`config.mk`:
```
export PLATFORM = sky130hd
export DESIGN_NAME = imem_loader
export DESIGN_NICKNAME = d
export VERILOG_FILES = /design/src/rtl/imem_loader.sv
export SDC_FILE = /design/constraint.sdc
export NUM_CORES = 1
export LEC_CHECK = 0
export BUFFER_PORTS_ARGS = -buffer_cell sky130_fd_sc_hd__buf_2
export CAP_MARGIN = 20
export CORE_ASPECT_RATIO = 0.75
export CORE_MARGIN = 2
export CORE_UTILIZATION = 30
export DETAILED_ROUTE_END_ITERATION = 10
export HOLD_SLACK_MARGIN = 0.02
export REMOVE_ABC_BUFFERS = 1
export SLEW_MARGIN = 10
export SYNTH_ARGS = -nofsm -noshare
export SYNTH_HDL_FRONTEND = slang
export SYNTH_SLANG_ARGS = --single-unit
```
`constraint.sdc`:
```
create_clock -name clk -period 10.62 [get_ports clk]
set_clock_uncertainty 0.15 [all_clocks]
set_input_delay 3.186 -clock clk [delete_from_list [all_inputs] [get_ports clk]]
set_output_delay 3.186 -clock clk [all_outputs]
set_load 0.02 [all_outputs]
```
`src/rtl/imem_loader.sv`:
```
// imem_loader: receives a length-prefixed byte stream and writes it as 32-bit words into instruction memory.
// Optional trailing XOR checksum byte is enabled by defining IMEM_LOADER_CHECKSUM_EN.
module imem_loader #(
    parameter int DEPTH = 128,
    parameter int AW    = 30
) (
    input  logic          clk,
    input  logic          rst,
    input  logic          load_start,
    input  logic          rx_valid,
    input  logic [7:0]    rx_data,
    output logic          rx_ready,
    output logic          writeINS,
    output logic [AW-1:0] WriteAddress,
    output logic [31:0]   writeDataINS,
    output logic          cpu_hold,
    output logic          load_done,
    output logic          load_error
);
`ifdef IMEM_LOADER_CHECKSUM_EN
    typedef enum logic [2:0] {IDLE, HDR_HI, HDR_LO, DATA, CHK, DONE, ERR} state_t;
`else
    typedef enum logic [2:0] {IDLE, HDR_HI, HDR_LO, DATA, DONE, ERR} state_t;
`endif
    state_t      r_state, w_next;
    logic [15:0] r_n, r_cnt;
    logic [23:0] r_asm;
    logic [1:0]  r_idx;
    logic        w_acc, w_start, w_last;
    logic [15:0] w_n;
`ifdef IMEM_LOADER_CHECKSUM_EN
    logic [7:0]  r_sum;
    assign rx_ready = r_state inside {HDR_HI, HDR_LO, DATA, CHK};
`else
    assign rx_ready = r_state inside {HDR_HI, HDR_LO, DATA};
`endif
    assign cpu_hold   = !(r_state inside {IDLE, DONE});
    assign load_done  = r_state == DONE;
    assign load_error = r_state == ERR;
    assign w_acc      = rx_valid && rx_ready;
    assign w_start    = load_start && (r_state inside {IDLE, DONE, ERR});
    assign w_n        = {r_n[15:8], rx_data};
    assign w_last     = r_idx == 2'd3 && r_cnt == r_n - 16'd1;

    always_ff @(posedge clk or posedge rst) begin
        if (rst) r_state <= IDLE;
        else     r_state <= w_next;
    end

    always_comb begin
        w_next = r_state;
        if (w_start) w_next = HDR_HI;
        else if (w_acc)
            case (r_state)
                HDR_HI: w_next = HDR_LO;
                HDR_LO: w_next = (w_n == 16'd0 || w_n > 16'(DEPTH)) ? ERR : DATA;
                DATA: if (w_last) begin
`ifdef IMEM_LOADER_CHECKSUM_EN
                    w_next = CHK;
`else
                    w_next = DONE;
`endif
                end
`ifdef IMEM_LOADER_CHECKSUM_EN
                CHK: w_next = (rx_data == r_sum) ? DONE : ERR;
`endif
                default: ;
            endcase
    end

    // The final word's write strobe lands in the same cycle the FSM enters DONE/CHK.
    always_ff @(posedge clk or posedge rst) begin
        if (rst) begin
            writeINS     <= 1'b0;
            WriteAddress <= '0;
            writeDataINS <= '0;
            r_n          <= '0;
            r_cnt        <= '0;
            r_asm        <= '0;
            r_idx        <= '0;
`ifdef IMEM_LOADER_CHECKSUM_EN
            r_sum        <= '0;
`endif
        end else begin
            writeINS <= 1'b0;
            if (w_start) begin
                r_cnt <= '0;
                r_idx <= '0;
`ifdef IMEM_LOADER_CHECKSUM_EN
                r_sum <= '0;
`endif
            end
            if (w_acc && r_state == HDR_HI) r_n <= {rx_data, 8'h00};
            if (w_acc && r_state == HDR_LO) r_n <= w_n;
            if (w_acc && r_state == DATA) begin
                r_asm <= {r_asm[15:0], rx_data};
                r_idx <= r_idx + 2'd1;
                if (r_idx == 2'd3) begin
                    writeINS     <= 1'b1;
                    writeDataINS <= {r_asm, rx_data};
                    WriteAddress <= AW'(r_cnt);
                    r_cnt        <= r_cnt + 16'd1;
                end
            end
`ifdef IMEM_LOADER_CHECKSUM_EN
            if (w_acc && r_state != CHK) r_sum <= r_sum ^ rx_data;
`endif
        end
    end
endmodule

```
==> metrics.md <==
| Metric | Value |
|---|---|
| CTS max path bufs | 2 |
| Top post-synthesis cells by area | dfrtp_1, nand2_1, buf_4, xnor2_1, mux2_2 |
| Cells after synthesis | 562 |
| Largest area contributor in the netlist | dfrtp_1 |
| TritonRoute pass-1 iters | 4 |
| I/O Buffers | 64 |
| Seq cells post-synth | 110 |
| Fin Hold WS | 317.3 ps |
| Fmax | 0.1580 GHz |
| Inst Count DP | 817 |
| Max cap viols | 0 |
| Post-CTS sizing | 0 |
| Unrepaired setup endpoints after global routing | false |
| Final net count | 628 |
| Number of global-route vias before repair | 3552 |
| Synth Area in Simple Gates | 26.99% |
| Root Driver | clkbuf_16 |
| Post-synthesis cell area | 5044 um^2 |
| Total number of yosys warnings | 0 |
| Crit path required time | 10690 ps |
| DRT Wirelength | 11190 um |
| Final period utilization | 59.61% |
| CTS sink cnt | 110 |
| Chip height | 116.3 um |
| Post-synthesis compound-gate area fraction | 5.755% |
| P_sw | 551.7 uW |
| Crit Path Category | in -> reg |
| Leak Pwr | 0.003049 uW |
| Synth top cells by count | nand2_1, dfrtp_1, clkbuf_1 |
| Arrival time worst endpoint | 6400 ps |
| CTS Hold Bufs | 0 |
| CP Capture Type | flip-flop |
| CP Launch Type | primary input |
| Power per Cell Area | 254.3 nW/um^2 |
| Outcome | complete, no violations |
| Clock network power share | 23.8% |
| Hold Fails Final Rpt | 0 |
| Worst VDD drop | 0.0001008 V |
| Aggregate global routing overflow | 0 |
| Synth Area in Adders | 0.7442% |
| Total GRT Usage | 13.07% |
| CTS tree | done |
| Comb power frac | 32.0% |
| Hold Crit Depth | 2 |
| H-tree depth | 3 |
| Die W | 153.7 um |
| Setup bufs post-CTS | 0 |
| Period minus WS final | 6331 ps |
| Mapped Avg Cell Area | 8.974 um^2 |
| Power share of the sequential group | 44.2% |
| Yosys cell types | 53 |
| Core area | 16620 um^2 |
| R2R cell count | 8 |
| DRT iter0 DRCs | 286 |
| Relative slew slack | 29.10% |
| Slew Limit Fails | 0 |
| Post-synthesis sequential area ratio | 54.58% |
| Crit Path Max Fanout | 55 |
| Final Setup Violations | 0 |
| Worst-path clk slew | 70 ps |
| Clock Latency Late Sink | 340 ps |
| Yosys top cell area share | 54.58% |
| Largest net degree at the start of global routing | 57 |
| Number of flops mapped to enable cells by yosys | 0 |
| HPWL after DPL | 7593 um |
| Final cell count without fillers | 833 |
| Total negative slack | 0 ps |
| DRC viols | 0 |
| Synth Area in XOR/XNOR | 3.647% |
| Gpl congestion | 0.8155 |
| Worst Tran Pin Value | 1061 ps |
| Hold Path Class | reg -> reg |
| CTS Buf Count | 9 |
| Pre-CTS setup slack | 3850 ps |
| Ys flop type | dfrtp_1 |
| Starting Density | 30.34% |
| Vias | 3775 |
| Routed wire per std cell | 13.43 um |
| Antenna-violating nets left | 0 |
| PnR worst setup slack | 4289 ps |
| Main combinational cell family by area after synthesis | simple AND/OR/NAND/NOR gates |
| Initial antenna violation count | 0 |
| Die area | 17880 um^2 |
| Syn-to-layout area delta | 15.38% |
| Row Count | 41 |
| First-pass GRT wire length | 18910 um |
| Io pins | 79 |
| Vias/cell | 4.532 |
| Int Pwr | 928.3 uW |
| Fraction of registers with async set/reset | 100.0% |
| Switch share | 37.28% |
| Count leader, synth | nand2_1 |
| Portion of netlist area occupied by mux cells | 3.399% |
| Share of cells above drive strength 1 | 16.34% |
| # diodes | 0 |
-- cell families (layout without fill, tap and decap cells) --
logic type | after synthesis | in the layout
simple gates | 319 | 319
buf+inv | 48 | 91
fa+ha+maj | 3 | 3
flops | 110 | 110
other cells | 1 | 14
compound gates | 44 | 44
mux | 16 | 16
xor+xnor | 21 | 21
-- state kept, by name, indices dropped and copies added, names as in the netlist --
name and flops:
r_asm 24, r_state 3, r_idx 2, r_n 16, writeDataINS 32, writeINS 1, r_cnt 16, WriteAddress 16
-- final timing paths --
kind | slack, ps | to | start
max in group asynchronous | 6330 | r_asm[15]$_DFFE_PP0P_ | rst
setup / recovery | 4290 | r_cnt[15]$_DFF_PP0_ | rx_valid
setup reg to reg | 6640 | r_cnt[15]$_DFF_PP0_ | r_state[0]$_DFFE_PP0P_
hold reg to reg | 320 | WriteAddress[0]$_DFFE_PP0P_ | WriteAddress[0]$_DFFE_PP0P_
hold / removal | 320 | WriteAddress[0]$_DFFE_PP0P_ | WriteAddress[0]$_DFFE_PP0P_
min in group asynchronous | 2800 | writeDataINS[27]$_DFFE_PP0P_ | rst
-- per-layer routing --
| layer | wire length [um] | global-route usage (%) | vias to the layer above |
|---|---|---|---|
| met2 | 4664 | 18.16 | 73 |
| met5 | 0 | 0 | - |
| met4 | 85 | 3.547 | 0 |
| li1 | - | - | 1897 |
| met3 | 550 | 3.377 | 4 |
| met1 | 5888 | 19.98 | 1801 |
-- through the flow --
stage	utilization (%)	instance area (um^2)	power (uW)
final	35.01	5819	1480
after global routing	35.01	5819	1592
after CTS	35.01	5819	1497
after detailed placement	33.09	5500	1139
after global placement	33.09	5500	1130
after floorplan	-	4876	985.2
-- cell usage in the layout, fill, tap and decap left out, drive strengths merged, types with 9 or more instances in the layout --
| cell | n |
|---|---|
| conb | 14 |
| xnor2 | 12 |
| mux2 | 9 |
| clkbuf | 12 |
| nand3 | 15 |
| o21ai | 14 |
| nor2 | 11 |
| xor2 | 9 |
| nand2 | 251 |
| buf | 68 |
| dfrtp | 110 |
-- critical path: stages --
cell,delay [ps]
buf_2,120
and4b_1,180
buf_4,290
nand2_2,600
inv_2,950
nand4_1,350
or2_1,350
o211ai_1,220
o31ai_1,110
-- power groups by stage --
stage	registers (uW)	clock network [uW]	logic, uW
after global routing	674	380	538
after global placement	661	0	469
after CTS	655	362	480
after detailed placement	662	0	477
after floorplan	704	0	281
final	654	352	474
-- cell type report --
cell class	instances	area [um^2]
multi-input combinational	417	2100
timing repair buffer	68	350.3
tap	215	269.0
inverter	7	28.78
sequential	110	2753
clock inverter	4	52.55
fill	1760	10800
clock buffer	12	266.5
Power figures use the tool's default switching activity.
